--- src/rtl/trap_controller_pkg.sv ---
// trap_controller_pkg: shared constants for the machine-mode trap sequencer.
//   - XLEN and the FSM state encoding
//   - interrupt cause codes (sw = 3, timer = 7, ext = 11)
//   - MSTATUS bit positions and the MCAUSE interrupt bit
//   - helpers that build the MSTATUS value written on trap entry and on mret
package trap_controller_pkg;

    localparam int unsigned XLEN = 32;

    // FSM encoding kept as plain constants so legacy code can compare against it
    localparam logic [2:0] ST_RESET_REDIR = 3'd0;
    localparam logic [2:0] ST_IDLE        = 3'd1;
    localparam logic [2:0] ST_SAVE        = 3'd2;
    localparam logic [2:0] ST_STATUS      = 3'd3;
    localparam logic [2:0] ST_RET         = 3'd4;
    localparam logic [2:0] ST_REDIR       = 3'd5;

    localparam logic [4:0] IRQ_CODE_SW    = 5'd3;
    localparam logic [4:0] IRQ_CODE_TIMER = 5'd7;
    localparam logic [4:0] IRQ_CODE_EXT   = 5'd11;

    localparam int unsigned MSTATUS_MIE    = 3;
    localparam int unsigned MSTATUS_MPIE   = 7;
    localparam int unsigned MSTATUS_MPP_LO = 11;
    localparam int unsigned MSTATUS_MPP_HI = 12;
    localparam int unsigned MCAUSE_IRQ_BIT = XLEN - 1;

    // Clears the two low bits of a PC / vector base
    localparam logic [XLEN-1:0] ALIGN_MASK = {{(XLEN-2){1'b1}}, 2'b00};

    // Trap entry: MPIE <- MIE, MIE <- 0, MPP <- M
    function automatic logic [XLEN-1:0] entry_status(input logic [XLEN-1:0] s);
        logic [XLEN-1:0] r;
        r                                = s;
        r[MSTATUS_MPIE]                  = s[MSTATUS_MIE];
        r[MSTATUS_MIE]                   = 1'b0;
        r[MSTATUS_MPP_HI:MSTATUS_MPP_LO] = 2'b11;
        return r;
    endfunction

    // mret: MIE <- MPIE, MPIE <- 1, MPP <- M
    function automatic logic [XLEN-1:0] return_status(input logic [XLEN-1:0] s);
        logic [XLEN-1:0] r;
        r                                = s;
        r[MSTATUS_MIE]                   = s[MSTATUS_MPIE];
        r[MSTATUS_MPIE]                  = 1'b1;
        r[MSTATUS_MPP_HI:MSTATUS_MPP_LO] = 2'b11;
        return r;
    endfunction

endpackage

--- src/rtl/trap_controller_if.sv ---
// trap_controller_if: CSR-side bundle between the trap sequencer and the CSR block.
//   *_reg   : current CSR values (CSR block -> sequencer)
//   *_in    : hardware write data (sequencer -> CSR block)
//   *_write : hardware write strobes (sequencer -> CSR block)
// master = trap sequencer, slave = CSR block.
interface trap_controller_if;
    import trap_controller_pkg::*;

    logic [XLEN-1:0] mstatus_reg;
    logic [XLEN-1:0] mie_reg;
    logic [XLEN-1:0] mtvec_reg;
    logic [XLEN-1:0] mepc_reg;

    logic [XLEN-1:0] mepc_in;
    logic [XLEN-1:0] mcause_in;
    logic [XLEN-1:0] mtval_in;
    logic [XLEN-1:0] mstatus_in;
    logic            mepc_write;
    logic            mcause_write;
    logic            mtval_write;
    logic            mstatus_write;

    modport master (
        input  mstatus_reg, mie_reg, mtvec_reg, mepc_reg,
        output mepc_in, mcause_in, mtval_in, mstatus_in,
        output mepc_write, mcause_write, mtval_write, mstatus_write
    );

    modport slave (
        output mstatus_reg, mie_reg, mtvec_reg, mepc_reg,
        input  mepc_in, mcause_in, mtval_in, mstatus_in,
        input  mepc_write, mcause_write, mtval_write, mstatus_write
    );

endinterface

--- src/rtl/trap_controller_irq_prio.sv ---
// trap_irq_prio: combinational interrupt priority encoder.
//   pending : mip & mie_reg
//   any     : at least one enabled interrupt pending
//   code    : cause code of the winner, ext (11) > sw (3) > timer (7)
module trap_irq_prio
    import trap_controller_pkg::*;
(
    input  logic [XLEN-1:0] pending,
    output logic            any,
    output logic [4:0]      code
);

    always_comb begin
        // only bits 3/7/11 can be set, so a full OR-reduce is equivalent
        any  = |pending;
        code = '0;
        if (pending[IRQ_CODE_EXT]) begin
            code = IRQ_CODE_EXT;
        end else if (pending[IRQ_CODE_SW]) begin
            code = IRQ_CODE_SW;
        end else if (pending[IRQ_CODE_TIMER]) begin
            code = IRQ_CODE_TIMER;
        end
    end

endmodule

--- src/rtl/trap_controller.sv ---
// trap_controller: machine-mode trap sequencer.
// Accepts exceptions, mret and interrupts in IDLE, then sequences the CSR
// writes (MEPC/MCAUSE/MTVAL, then MSTATUS) and a one-cycle PC redirect.
// Ports:
//   clk, rst_n          clock, synchronous active-low reset
//   exc_*               synchronous exception (valid, cause, tval, pc)
//   mret                mret retiring
//   boundary, next_pc   interrupt window and the PC saved for interrupts
//   timeint/swint/extint machine interrupt levels; debug masks them
//   csr                 CSR bundle (current values in, write data/strobes out)
//   mip                 pending vector (bits 3/7/11)
//   busy                pipeline stall
//   redirect/redirect_pc one-cycle PC redirect
// Build option: TRAP__VECTORED_MODE_EN enables vectored interrupt targets
// when mtvec_reg[1:0] == 2'b01.
module trap_controller
    import trap_controller_pkg::*;
#(
    parameter logic [XLEN-1:0] ResetPc = 32'h0000_0000
) (
    input  logic                clk,
    input  logic                rst_n,
    input  logic                exc_valid,
    input  logic [4:0]          exc_cause,
    input  logic [XLEN-1:0]     exc_tval,
    input  logic [XLEN-1:0]     exc_pc,
    input  logic                mret,
    input  logic                boundary,
    input  logic [XLEN-1:0]     next_pc,
    input  logic                timeint,
    input  logic                swint,
    input  logic                extint,
    input  logic                debug,
    trap_controller_if.master   csr,
    output logic [XLEN-1:0]     mip,
    output logic                busy,
    output logic                redirect,
    output logic [XLEN-1:0]     redirect_pc
);

    logic [2:0]      state_q, state_d;
    logic [XLEN-1:0] cause_q, cause_d;
    logic [XLEN-1:0] tval_q, tval_d;
    logic [XLEN-1:0] pc_q, pc_d;
    logic            ret_q, ret_d;

    logic [XLEN-1:0] mip_vec;
    logic [XLEN-1:0] pending;
    logic            irq_any;
    logic [4:0]      irq_code;
    logic            irq_take;
    logic            accept;
    logic [XLEN-1:0] trap_target;

    always_comb begin
        mip_vec                 = '0;
        mip_vec[IRQ_CODE_SW]    = swint;
        mip_vec[IRQ_CODE_TIMER] = timeint;
        mip_vec[IRQ_CODE_EXT]   = extint;
        pending                 = mip_vec & csr.mie_reg;
    end

    trap_irq_prio u_prio (
        .pending (pending),
        .any     (irq_any),
        .code    (irq_code)
    );

    always_comb begin
        state_d  = state_q;
        cause_d  = cause_q;
        tval_d   = tval_q;
        pc_d     = pc_q;
        ret_d    = ret_q;
        accept   = 1'b0;
        irq_take = boundary && csr.mstatus_reg[MSTATUS_MIE] && !debug && irq_any;
        case (state_q)
            ST_RESET_REDIR: state_d = ST_IDLE;
            ST_IDLE: begin
                if (exc_valid) begin
                    accept  = 1'b1;
                    state_d = ST_SAVE;
                    ret_d   = 1'b0;
                    cause_d = XLEN'(exc_cause);
                    tval_d  = exc_tval;
                    pc_d    = exc_pc & ALIGN_MASK;
                end else if (mret) begin
                    accept  = 1'b1;
                    state_d = ST_RET;
                    ret_d   = 1'b1;
                end else if (irq_take) begin
                    accept                  = 1'b1;
                    state_d                 = ST_SAVE;
                    ret_d                   = 1'b0;
                    cause_d                 = '0;
                    cause_d[MCAUSE_IRQ_BIT] = 1'b1;
                    cause_d[4:0]            = irq_code;
                    tval_d                  = '0;
                    pc_d                    = next_pc & ALIGN_MASK;
                end
            end
            ST_SAVE:   state_d = ST_STATUS;
            ST_STATUS: state_d = ST_REDIR;
            ST_RET:    state_d = ST_REDIR;
            ST_REDIR:  state_d = ST_IDLE;
            default:   state_d = ST_IDLE;
        endcase
    end

    always_ff @(posedge clk) begin
        if (!rst_n) begin
            state_q <= ST_RESET_REDIR;
            cause_q <= '0;
            tval_q  <= '0;
            pc_q    <= '0;
            ret_q   <= 1'b0;
        end else begin
            state_q <= state_d;
            cause_q <= cause_d;
            tval_q  <= tval_d;
            pc_q    <= pc_d;
            ret_q   <= ret_d;
        end
    end

    always_comb begin
        trap_target = csr.mtvec_reg & ALIGN_MASK;
`ifdef TRAP__VECTORED_MODE_EN
        if (csr.mtvec_reg[1:0] == 2'b01 && cause_q[MCAUSE_IRQ_BIT]) begin
            trap_target = (csr.mtvec_reg & ALIGN_MASK) + XLEN'({cause_q[4:0], 2'b00});
        end
`endif
    end

    // Outputs decode the state but are forced low while rst_n is asserted, so
    // a reset landing mid-sequence suppresses that cycle's CSR write.
    always_comb begin
        csr.mepc_in       = '0;
        csr.mcause_in     = '0;
        csr.mtval_in      = '0;
        csr.mstatus_in    = '0;
        csr.mepc_write    = 1'b0;
        csr.mcause_write  = 1'b0;
        csr.mtval_write   = 1'b0;
        csr.mstatus_write = 1'b0;
        mip               = '0;
        busy              = 1'b0;
        redirect          = 1'b0;
        redirect_pc       = '0;
        if (rst_n) begin
            mip = mip_vec;
            case (state_q)
                ST_RESET_REDIR: begin
                    busy        = 1'b1;
                    redirect    = 1'b1;
                    redirect_pc = ResetPc;
                end
                ST_IDLE: busy = accept;
                ST_SAVE: begin
                    busy             = 1'b1;
                    csr.mepc_write   = 1'b1;
                    csr.mcause_write = 1'b1;
                    csr.mtval_write  = 1'b1;
                    csr.mepc_in      = pc_q;
                    csr.mcause_in    = cause_q;
                    csr.mtval_in     = tval_q;
                end
                ST_STATUS: begin
                    busy              = 1'b1;
                    csr.mstatus_write = 1'b1;
                    csr.mstatus_in    = entry_status(csr.mstatus_reg);
                end
                ST_RET: begin
                    busy              = 1'b1;
                    csr.mstatus_write = 1'b1;
                    csr.mstatus_in    = return_status(csr.mstatus_reg);
                end
                ST_REDIR: begin
                    busy        = 1'b1;
                    redirect    = 1'b1;
                    redirect_pc = ret_q ? (csr.mepc_reg & ALIGN_MASK) : trap_target;
                end
                default: busy = 1'b0;
            endcase
        end
    end

endmodule

--- src/flat_wrapper.sv ---
// flat-port wrapper written by rule: the top's interface ports become plain ports
module trap_controller_flat import trap_controller_pkg::*;
#(
    parameter logic [XLEN-1:0] ResetPc = 32'h0000_0000
)
  (clk, rst_n, exc_valid, exc_cause, exc_tval, exc_pc, mret, boundary, next_pc, timeint, swint, extint, debug, mip, busy, redirect, redirect_pc, csr_mstatus_reg, csr_mie_reg, csr_mtvec_reg, csr_mepc_reg, csr_mepc_in, csr_mcause_in, csr_mtval_in, csr_mstatus_in, csr_mepc_write, csr_mcause_write, csr_mtval_write, csr_mstatus_write);
  trap_controller_if csr_i ();
  input  logic clk;
  input  logic rst_n;
  input  logic exc_valid;
  input  logic [4:0] exc_cause;
  input  logic [XLEN-1:0] exc_tval;
  input  logic [XLEN-1:0] exc_pc;
  input  logic mret;
  input  logic boundary;
  input  logic [XLEN-1:0] next_pc;
  input  logic timeint;
  input  logic swint;
  input  logic extint;
  input  logic debug;
  output logic [XLEN-1:0] mip;
  output logic busy;
  output logic redirect;
  output logic [XLEN-1:0] redirect_pc;
  input wire logic [$bits(csr_i.mstatus_reg)-1:0] csr_mstatus_reg;
  input wire logic [$bits(csr_i.mie_reg)-1:0] csr_mie_reg;
  input wire logic [$bits(csr_i.mtvec_reg)-1:0] csr_mtvec_reg;
  input wire logic [$bits(csr_i.mepc_reg)-1:0] csr_mepc_reg;
  output wire logic [$bits(csr_i.mepc_in)-1:0] csr_mepc_in;
  output wire logic [$bits(csr_i.mcause_in)-1:0] csr_mcause_in;
  output wire logic [$bits(csr_i.mtval_in)-1:0] csr_mtval_in;
  output wire logic [$bits(csr_i.mstatus_in)-1:0] csr_mstatus_in;
  output wire logic [$bits(csr_i.mepc_write)-1:0] csr_mepc_write;
  output wire logic [$bits(csr_i.mcause_write)-1:0] csr_mcause_write;
  output wire logic [$bits(csr_i.mtval_write)-1:0] csr_mtval_write;
  output wire logic [$bits(csr_i.mstatus_write)-1:0] csr_mstatus_write;
  assign csr_i.mstatus_reg = csr_mstatus_reg;
  assign csr_i.mie_reg = csr_mie_reg;
  assign csr_i.mtvec_reg = csr_mtvec_reg;
  assign csr_i.mepc_reg = csr_mepc_reg;
  assign csr_mepc_in = csr_i.mepc_in;
  assign csr_mcause_in = csr_i.mcause_in;
  assign csr_mtval_in = csr_i.mtval_in;
  assign csr_mstatus_in = csr_i.mstatus_in;
  assign csr_mepc_write = csr_i.mepc_write;
  assign csr_mcause_write = csr_i.mcause_write;
  assign csr_mtval_write = csr_i.mtval_write;
  assign csr_mstatus_write = csr_i.mstatus_write;
  trap_controller #(.ResetPc(ResetPc)) u_core (.clk(clk), .rst_n(rst_n), .exc_valid(exc_valid), .exc_cause(exc_cause), .exc_tval(exc_tval), .exc_pc(exc_pc), .mret(mret), .boundary(boundary), .next_pc(next_pc), .timeint(timeint), .swint(swint), .extint(extint), .debug(debug), .csr(csr_i), .mip(mip), .busy(busy), .redirect(redirect), .redirect_pc(redirect_pc));
endmodule
--- config.mk ---
export PLATFORM = sky130hd
export DESIGN_NAME = trap_controller_flat
export DESIGN_NICKNAME = d
export VERILOG_FILES = /design/src/rtl/trap_controller_pkg.sv /design/src/rtl/trap_controller_if.sv /design/src/rtl/trap_controller_irq_prio.sv /design/src/rtl/trap_controller.sv /design/src/flat_wrapper.sv
export SDC_FILE = /design/constraint.sdc
export NUM_CORES = 1
export LEC_CHECK = 0
export ABC_AREA = 1
export CAP_MARGIN = 20
export CORE_AREA = 2 2 169 171
export DETAILED_ROUTE_END_ITERATION = 8
export DIE_AREA = 0 0 171 173
export PLACE_DENSITY_LB_ADDON = 0.08
export RECOVER_POWER = 50
export REMOVE_ABC_BUFFERS = 1
export SKIP_CTS_REPAIR_TIMING = 1
export SLEW_MARGIN = 10
export SYNTH_ARGS = -nofsm -noshare
export SYNTH_HDL_FRONTEND = slang
export SYNTH_SLANG_ARGS = --single-unit
--- constraint.sdc ---
create_clock -name clk -period 1.9 [get_ports clk]
set_input_delay 0.475 -clock clk [delete_from_list [all_inputs] [get_ports clk]]
set_output_delay 0.475 -clock clk [all_outputs]
set_load 0.01 [all_outputs]
==> results.txt, run 1 <==
----------------------------------------------------
[Outcome]
  Run status ... finished with violations
  Violations in the final reports ... setup timing

[CTS]
  Clock Root Buffer ... clkbuf_16
  Clock tree from TritonCTS ... done
  Number of sinks on the clock net ... 72
  Clock Latency Late Sink ... 0.34 ns
  Clock Pin Slew Worst Setup and Hold Paths ... 0.07 ns
  Total clock buffers created by CTS ... 9
  Worst-case clock buffer depth ... 2
  H-tree depth reported by CTS ... 3

[Route]
  Post-route DRC violation count ... 0
  Vias ... 5,854
  Initial drt markers ... 188
  Final routed wirelength across all metal layers ... 23.27 mm
  Wire per inst ... 15.07 um
  Mean number of vias per cell ... 3.791
  Count of antenna-violating nets left after detailed routing ... 0
  TritonRoute pass-1 iters ... 4

[Global routing]
  GR Util All Layers ... 14.19%
  Wire length of the first global-routing pass ... 32.35 mm
  GRT overflow ... 0
  Initial antenna violation count ... 3
  Via count of the first global-routing pass ... 5,571
  Maximum number of pins on one net before global-route repair ... 43

[Floorplanning]
  Die Footprint ... 29,580 um2
  Core Footprint ... 27,630 um2
  Die height ... 173 um
  Initial core utilization ... 17.64%
  Total I/O pin count ... 436
  Die X ... 171 um
  Rows ... 61

[STA]
  Largest clock skew in the final design ... 0.01142 ns
  Final worst path period share ... 113.8%
  Clock period minus worst slack ... 2.162 ns
  Worst setup slack after layout ... -0.2618 ns
  Setup-violating endpoint count in the final report ... 136
  Fmax ... 0.4626 GHz
  Fin. Hold Viols ... 0
  Setup repair after global routing missed its margin ... true
  Count of pins over their slew limit ... 0

[Synthesis]
  Number of enable-type register cells in the synthesized netlist ... 0
  Post-synthesis cell type with the largest combined area ... dfxtp_1
  Dominant combinational cell family by area after synthesis ... simple AND/OR/NAND/NOR gates
  Share of cell area taken by muxes after synthesis ... 6.160%
  Synth Area in Compound Gates ... 10.52%
  Most instantiated flip-flop cell in the synthesis netlist ... dfxtp_1
  Adder-cell share of the synthesized area ... 0%
  Mean instance size in the synthesized netlist ... 6.093 um2
  Distinct cell type count of the synthesized netlist ... 24
  Area contributors post-synth ... dfxtp_1 30%, nand2_1 14%, nor2_1 11%
  Share of the yosys chip area belonging to registers ... 29.57%
  Synthesis Warnings ... 0
  Count of mapped cells out of synthesis ... 800
  Synthesis-stage register bit count ... 72
  Xor and xnor fraction of the mapped netlist area ... 0%
  Area fraction of the dominant cell type after synthesis ... 29.57%
  Synth async-reset ratio ... 0%
  Post-Syn Area ... 4875 um2
  Fraction of the mapped netlist area in simple logic gates ... 30.70%

[Worst hold path]
  Class of the tightest hold or removal check ... register to register
  Worst-case hold path end point ... u_core.tval_q[11]
  Hold path startpoint ... u_core.tval_q[11]
  Worst hold stages ... 2

[Placed design]
  Total of buffers placed on input and output ports ... 337
  Placed wire-length estimate ... 16.59 mm
  Placer Congestion ... 0.7367
  Placed instance count ... 1,509

[Power and ir drop]
  Pleak ... 0.005084 uW
  Design Power ... 4874 uW
  VDD IR max ... 0.2981 mV
  Power density relative to cell area ... 515.3 nW/um2

[Finish]
  Count of non-filler cells in the finished layout ... 1,544
  Layout cell share with drive strength beyond 1 ... 20.38%
  Area growth, synth to finish ... 94.05%
  Total Nets Final ... 1,396

[Setup path]
  Arrival time at the worst endpoint ... 1.69 ns
  Crit Reg-Reg Startpoint ... u_core.state_q[1]
  CP delay by family, top ... buffers and inverters
  Worst-path cell chain ... clkdlybuf4s50_1, nand2_2, nand3_4, nand2_2, nand3_2, o21ai_2, nor2_2, buf_6
  Category of the most critical setup path ... input pin to output pin
  Internal reg-to-reg setup slack ... 0.07 ns
  Kind of start point of the critical path ... input pin
  Worst reg2reg path depth ... 11
  Crit path max-delay cell type ... clkdlybuf4s50_1
  Buf+Inv Stages, Crit Path ... 2
  Crit path top cell by count ... nand2_2
  Critical Path Fanout Max ... 2
  Sort of element at the end of the critical path ... output pin
  Required time at the worst-slack endpoint ... 1.42 ns
  Worst path max stage delay ... 0.44 ns
  Worst flop-to-flop path endpoint ... u_core.pc_q[23]

[Run]
  Max cap viols ... 0

----------------------------------------------------
==> sequential cells by signal, summed over array words and instances, names as in the netlist <==
name / flops
u_core.pc_q: 30
u_core.state_q: 3
u_core.ret_q: 1
u_core.cause_q: 6
u_core.tval_q: 32
==> where the power goes <==
group	switching (uW)	internal [uW]
registers	61.8	1620
clock network	801	914
logic	707	768
==> area by class of cell <==
| type | instances | area (um2) |
|---|---|---|
| repair buffers | 402 | 4008 |
| clock inverters | 7 | 62.56 |
| clock buffers | 9 | 225.2 |
| inverters | 110 | 424.2 |
| flip-flops and latches | 72 | 1450 |
| well taps | 378 | 473.0 |
| diodes | 3 | 7.507 |
| fillers | 3097 | 18170 |
| multi-input cells | 563 | 2809 |
==> cell usage after synthesis (2+ instances only) <==
| library cell | instances |
|---|---|
| clkbuf_1 | 20 |
| a21oi_1 | 96 |
| dfxtp_1 | 72 |
| inv_2 | 2 |
| buf_4 | 67 |
| nor2_4 | 2 |
| mux2i_1 | 30 |
| nor2_1 | 141 |
| o21ai_0 | 4 |
| buf_2 | 25 |
| nand3_1 | 37 |
| inv_1 | 107 |
| nand2_1 | 185 |
| nand2_2 | 2 |
==> logic make-up after synthesis <==
| logic type | Yosys count |
|---|---|
| other cells | 1 |
| simple gates | 372 |
| compound gates | 102 |
| buf+inv | 223 |
| mux | 30 |
| flops | 72 |
==> worst min-delay path: stages (launching register included) <==
cell	delay [ns]
dfxtp_1	0.31
nand2_1	0.06
a21oi_1	0.05
==> metal layers <==
layer / GRT usage (%) / vias up / wire (um)
li1: - / 3036 / -
met1: 16.60 / 2581 / 9761
met2: 25.02 / 226 / 11440
met3: 4.761 / 11 / 1861
met4: 2.895 / 0 / 209
met5: 0 / - / 0
==> through the flow <==
step / area, um2 / hold WS, ns / setup TNS (ns) / setup WS (ns) / util (%)
global route: 9454 / 0.4789 / -32.90 / -0.3337 / 34.22
floorplan: 4385 / 0.4337 / -58.53 / -0.6700 / -
global placement: 8713 / 0.4494 / -60.13 / -0.9070 / 31.54
detailed placement: 8713 / 0.4514 / -60.78 / -0.9194 / 31.54
CTS: 9001 / 0.4631 / -79.89 / -0.9333 / 32.58
finish: 9459 / 0.4611 / -19.63 / -0.2618 / 34.24
==> cell usage in the layout, fill, tap and decap left out, drive strengths merged <==
| cell | count |
|---|---|
| clkdlybuf4s50 | 195 |
| nand2 | 188 |
| nor2 | 145 |
| buf | 122 |
| inv | 112 |
| a21oi | 96 |
| dfxtp | 72 |
| conb | 59 |
| dlymetal6s2s | 59 |
| nand3 | 37 |
| clkbuf | 35 |
| mux2i | 30 |
| o21ai | 5 |
| clkinvlp | 4 |
| diode | 3 |
| nor3 | 2 |
| clkinv | 1 |
| o31ai | 1 |
==> worst max-delay path by stage <==
stage                 startpoint  cells after the start                 end  slack [ns]
6_report                  extint                      8                busy       -0.26
2_1_floorplan  u_core.state_q[1]                      5  csr_mstatus_in[11]       -0.67
3_5_place_dp              extint                      8                busy       -0.92
4_1_cts                   extint                      8                busy       -0.93
5_1_grt                   extint                      8                busy       -0.33
3_3_place_gp              extint                      8                busy       -0.91
Note: power is estimated with default switching activity, not from simulation.
==> run 2: changes to the inputs <==
--- a/config.mk
+++ b/config.mk
@@ -7,14 +7,12 @@
 export LEC_CHECK = 0
 export ABC_AREA = 1
 export CAP_MARGIN = 20
-export CORE_AREA = 2 2 169 171
+export CORE_AREA = 2 2 170 172
 export DETAILED_ROUTE_END_ITERATION = 8
-export DIE_AREA = 0 0 171 173
+export DIE_AREA = 0 0 172 174
 export PLACE_DENSITY_LB_ADDON = 0.08
 export RECOVER_POWER = 50
 export REMOVE_ABC_BUFFERS = 1
-export SKIP_CTS_REPAIR_TIMING = 1
-export SLEW_MARGIN = 10
 export SYNTH_ARGS = -nofsm -noshare
 export SYNTH_HDL_FRONTEND = slang
 export SYNTH_SLANG_ARGS = --single-unit
==> results.txt, run 2 (synthesis results as in run 1) <==
----------------------------------------------------
[CTS]
  H-tree depth reported by CTS ... 3
  Clock Latency Late Sink ... 0.34 ns
  Number of sinks on the clock net ... 72
  Clock Pin Slew Worst Setup and Hold Paths ... 0.06 ns
  Total clock buffers created by CTS ... 9
  Clock tree from TritonCTS ... done
  Worst-case clock buffer depth ... 2
  Cts-stage hold buffer count ... 0
  Clock Root Buffer ... clkbuf_16

[Route]
  Count of antenna-violating nets left after detailed routing ... 0
  Mean number of vias per cell ... 3.830
  Post-route DRC violation count ... 0
  TritonRoute pass-1 iters ... 4
  Final routed wirelength across all metal layers ... 22.77 mm
  Wire per inst ... 14.61 um
  Initial drt markers ... 145
  Vias ... 5,971

[Placed design]
  Placed wire-length estimate ... 16.73 mm
  Total of buffers placed on input and output ports ... 337
  Placed instance count ... 1,518
  Placer Congestion ... 0.7336
  Post-Place Worst Slack ... -0.9667 ns

[Setup path]
  Required time at the worst-slack endpoint ... 1.42 ns
  Category of the most critical setup path ... register to output pin
  Arrival time at the worst endpoint ... 1.67 ns
  Critical Path Fanout Max ... 5
  Internal reg-to-reg setup slack ... -0.08 ns
  Sort of element at the end of the critical path ... output pin
  Kind of start point of the critical path ... register

[Outcome]
  Violations in the final reports ... setup timing
  Run status ... finished with violations

[Finish]
  Layout cell share with drive strength beyond 1 ... 28.53%
  Area growth, synth to finish ... 95.02%
  Most frequent standard cell in the layout excluding fill and tap cells ... clkdlybuf4s50_1
  Commonest non-fill, non-tap cells in the layout ... 187 x clkdlybuf4s50_1, 178 x nand2_1, 104 x inv_1
  Biggest register ... u_core.tval_q
  Count of filler cells inserted in the layout ... 3,162
  Flip-flop count of the largest register after layout ... 32
  Total Nets Final ... 1,407
  Biggest regs ... u_core.tval_q (32), u_core.pc_q (30), u_core.cause_q (6)
  Post-layout util ... 33.67%
  Count of non-filler cells in the finished layout ... 1,559

[Global routing]
  GRT overflow ... 0
  GR Util All Layers ... 14.59%
  Via count of the first global-routing pass ... 5,609
  Initial antenna violation count ... 2
  Wire length of the first global-routing pass ... 33.22 mm
  Maximum number of pins on one net before global-route repair ... 48

[Floorplanning]
  Die height ... 174 um
  Die X ... 172 um
  Rows ... 62
  Total I/O pin count ... 436
  Initial core utilization ... 17.26%
  Die Footprint ... 29,930 um2
  Core Footprint ... 28,240 um2

[Power and ir drop]
  Power density relative to cell area ... 538.3 nW/um2
  Pleak ... 0.004337 uW
  Design Power ... 5118 uW
  VDD IR max ... 0.2810 mV

[STA]
  Count of pins over their slew limit ... 0
  Worst Hold Slack ... 0.4605 ns
  Fin. Hold Viols ... 0
  Largest clock skew in the final design ... 0.005572 ns
  Fmax ... 0.4670 GHz
  Worst slew margin relative to its limit ... 62.12%
  Worst setup slack after layout ... -0.2412 ns
  Clock period minus worst slack ... 2.141 ns
  Worst slew pin tran ... 0.5682 ns
  Setup-violating endpoint count in the final report ... 169
  Setup repair after global routing missed its margin ... true
  Final worst path period share ... 112.7%

[Run]
  Max cap viols ... 0

[Worst hold path]
  Class of the tightest hold or removal check ... register to register

----------------------------------------------------
[run 2: cell count changes in the layout (fill, tap and decap cells not counted), sizes merged, moves of 2 or more]
| cell | before | now |
|---|---|---|
| clkbuf | 35 | 12 |
| buf | 122 | 209 |
| clkdlybuf4s50 | 195 | 187 |
| diode | 3 | 1 |
| dlygate4sd2 | 0 | 4 |
| bufinv | 0 | 2 |
| clkinv | 1 | 4 |
| clkdlybuf4s15 | 0 | 3 |
| dlymetal6s2s | 59 | 6 |
| clkinvlp | 4 | 0 |
[run 2: worst max-delay path, stage by stage, from the launching register on]
cell     delay, ns
dfxtp_4       0.35
buf_4         0.14
nor2_4        0.10
nand3_4       0.17
buf_12        0.19
buf_8         0.13
a21oi_2       0.10
buf_4         0.15
[run 2: per-layer routing]
layer | track usage [%] | wire (um) | vias up
met1 | 17.12 | 9477 | 2680
met2 | 25.75 | 11130 | 222
met5 | 0 | 13 | -
met3 | 4.713 | 1909 | 16
met4 | 3.081 | 239 | 2
li1 | - | - | 3051
[run 2: final timing paths]
path	startpoint	endpoint	depth (start not counted)
setup / recovery	u_core.state_q[1]	redirect_pc[29]	7
hold / removal	u_core.tval_q[9]	u_core.tval_q[9]	2
setup reg to reg	u_core.state_q[1]	u_core.tval_q[2]	12
hold reg to reg	u_core.tval_q[9]	u_core.tval_q[9]	2
[run 2: power breakdown]
group,total [uW],internal (uW),switching [uW]
clock,1930,1170,764
combinational,1500,783,720
sequential,1680,1620,60.0
total,5120,3570,1540
[run 2: through the flow]
| step | cell area (um2) | TNS, ns |
|---|---|---|
| 6_report | 9507 | -24.09 |
| 5_1_grt | 9504 | -43.97 |
| 4_1_cts | 9188 | -27.50 |
| 3_5_place_dp | 8751 | -66.43 |
| 3_3_place_gp | 8751 | -68.89 |
| 2_1_floorplan | 4385 | -58.53 |
[run 2: final cells by class]
class | instances | area, um2 | share of cell area (%)
diodes | 1 | 2.502 | 0.02632
clock buffers | 9 | 225.2 | 2.369
clock inverters | 7 | 102.6 | 1.079
inverters | 110 | 425.4 | 4.475
multi-input cells | 563 | 2978 | 31.32
flip-flops and latches | 72 | 1453 | 15.28
well taps | 384 | 480.5 | 5.054
repair buffers | 413 | 3840 | 40.39
[run 2: timing repair]
action / CTS / global route
gates resized for setup: 695 / 68
cloned: 6 / 2
pin swaps: 9 / 10
endpoints found under the setup margin: 139 / 141
buffers inserted: 10 / 7
==> run 3: changes to the inputs <==
--- a/config.mk
+++ b/config.mk
@@ -10,6 +10,7 @@
 export CORE_AREA = 2 2 170 172
 export DETAILED_ROUTE_END_ITERATION = 8
 export DIE_AREA = 0 0 172 174
+export HOLD_SLACK_MARGIN = 0.03
 export PLACE_DENSITY_LB_ADDON = 0.08
 export RECOVER_POWER = 50
 export REMOVE_ABC_BUFFERS = 1
==> results of run 3 <==
Final layout, timing and power as in run 2 (identical DEF).
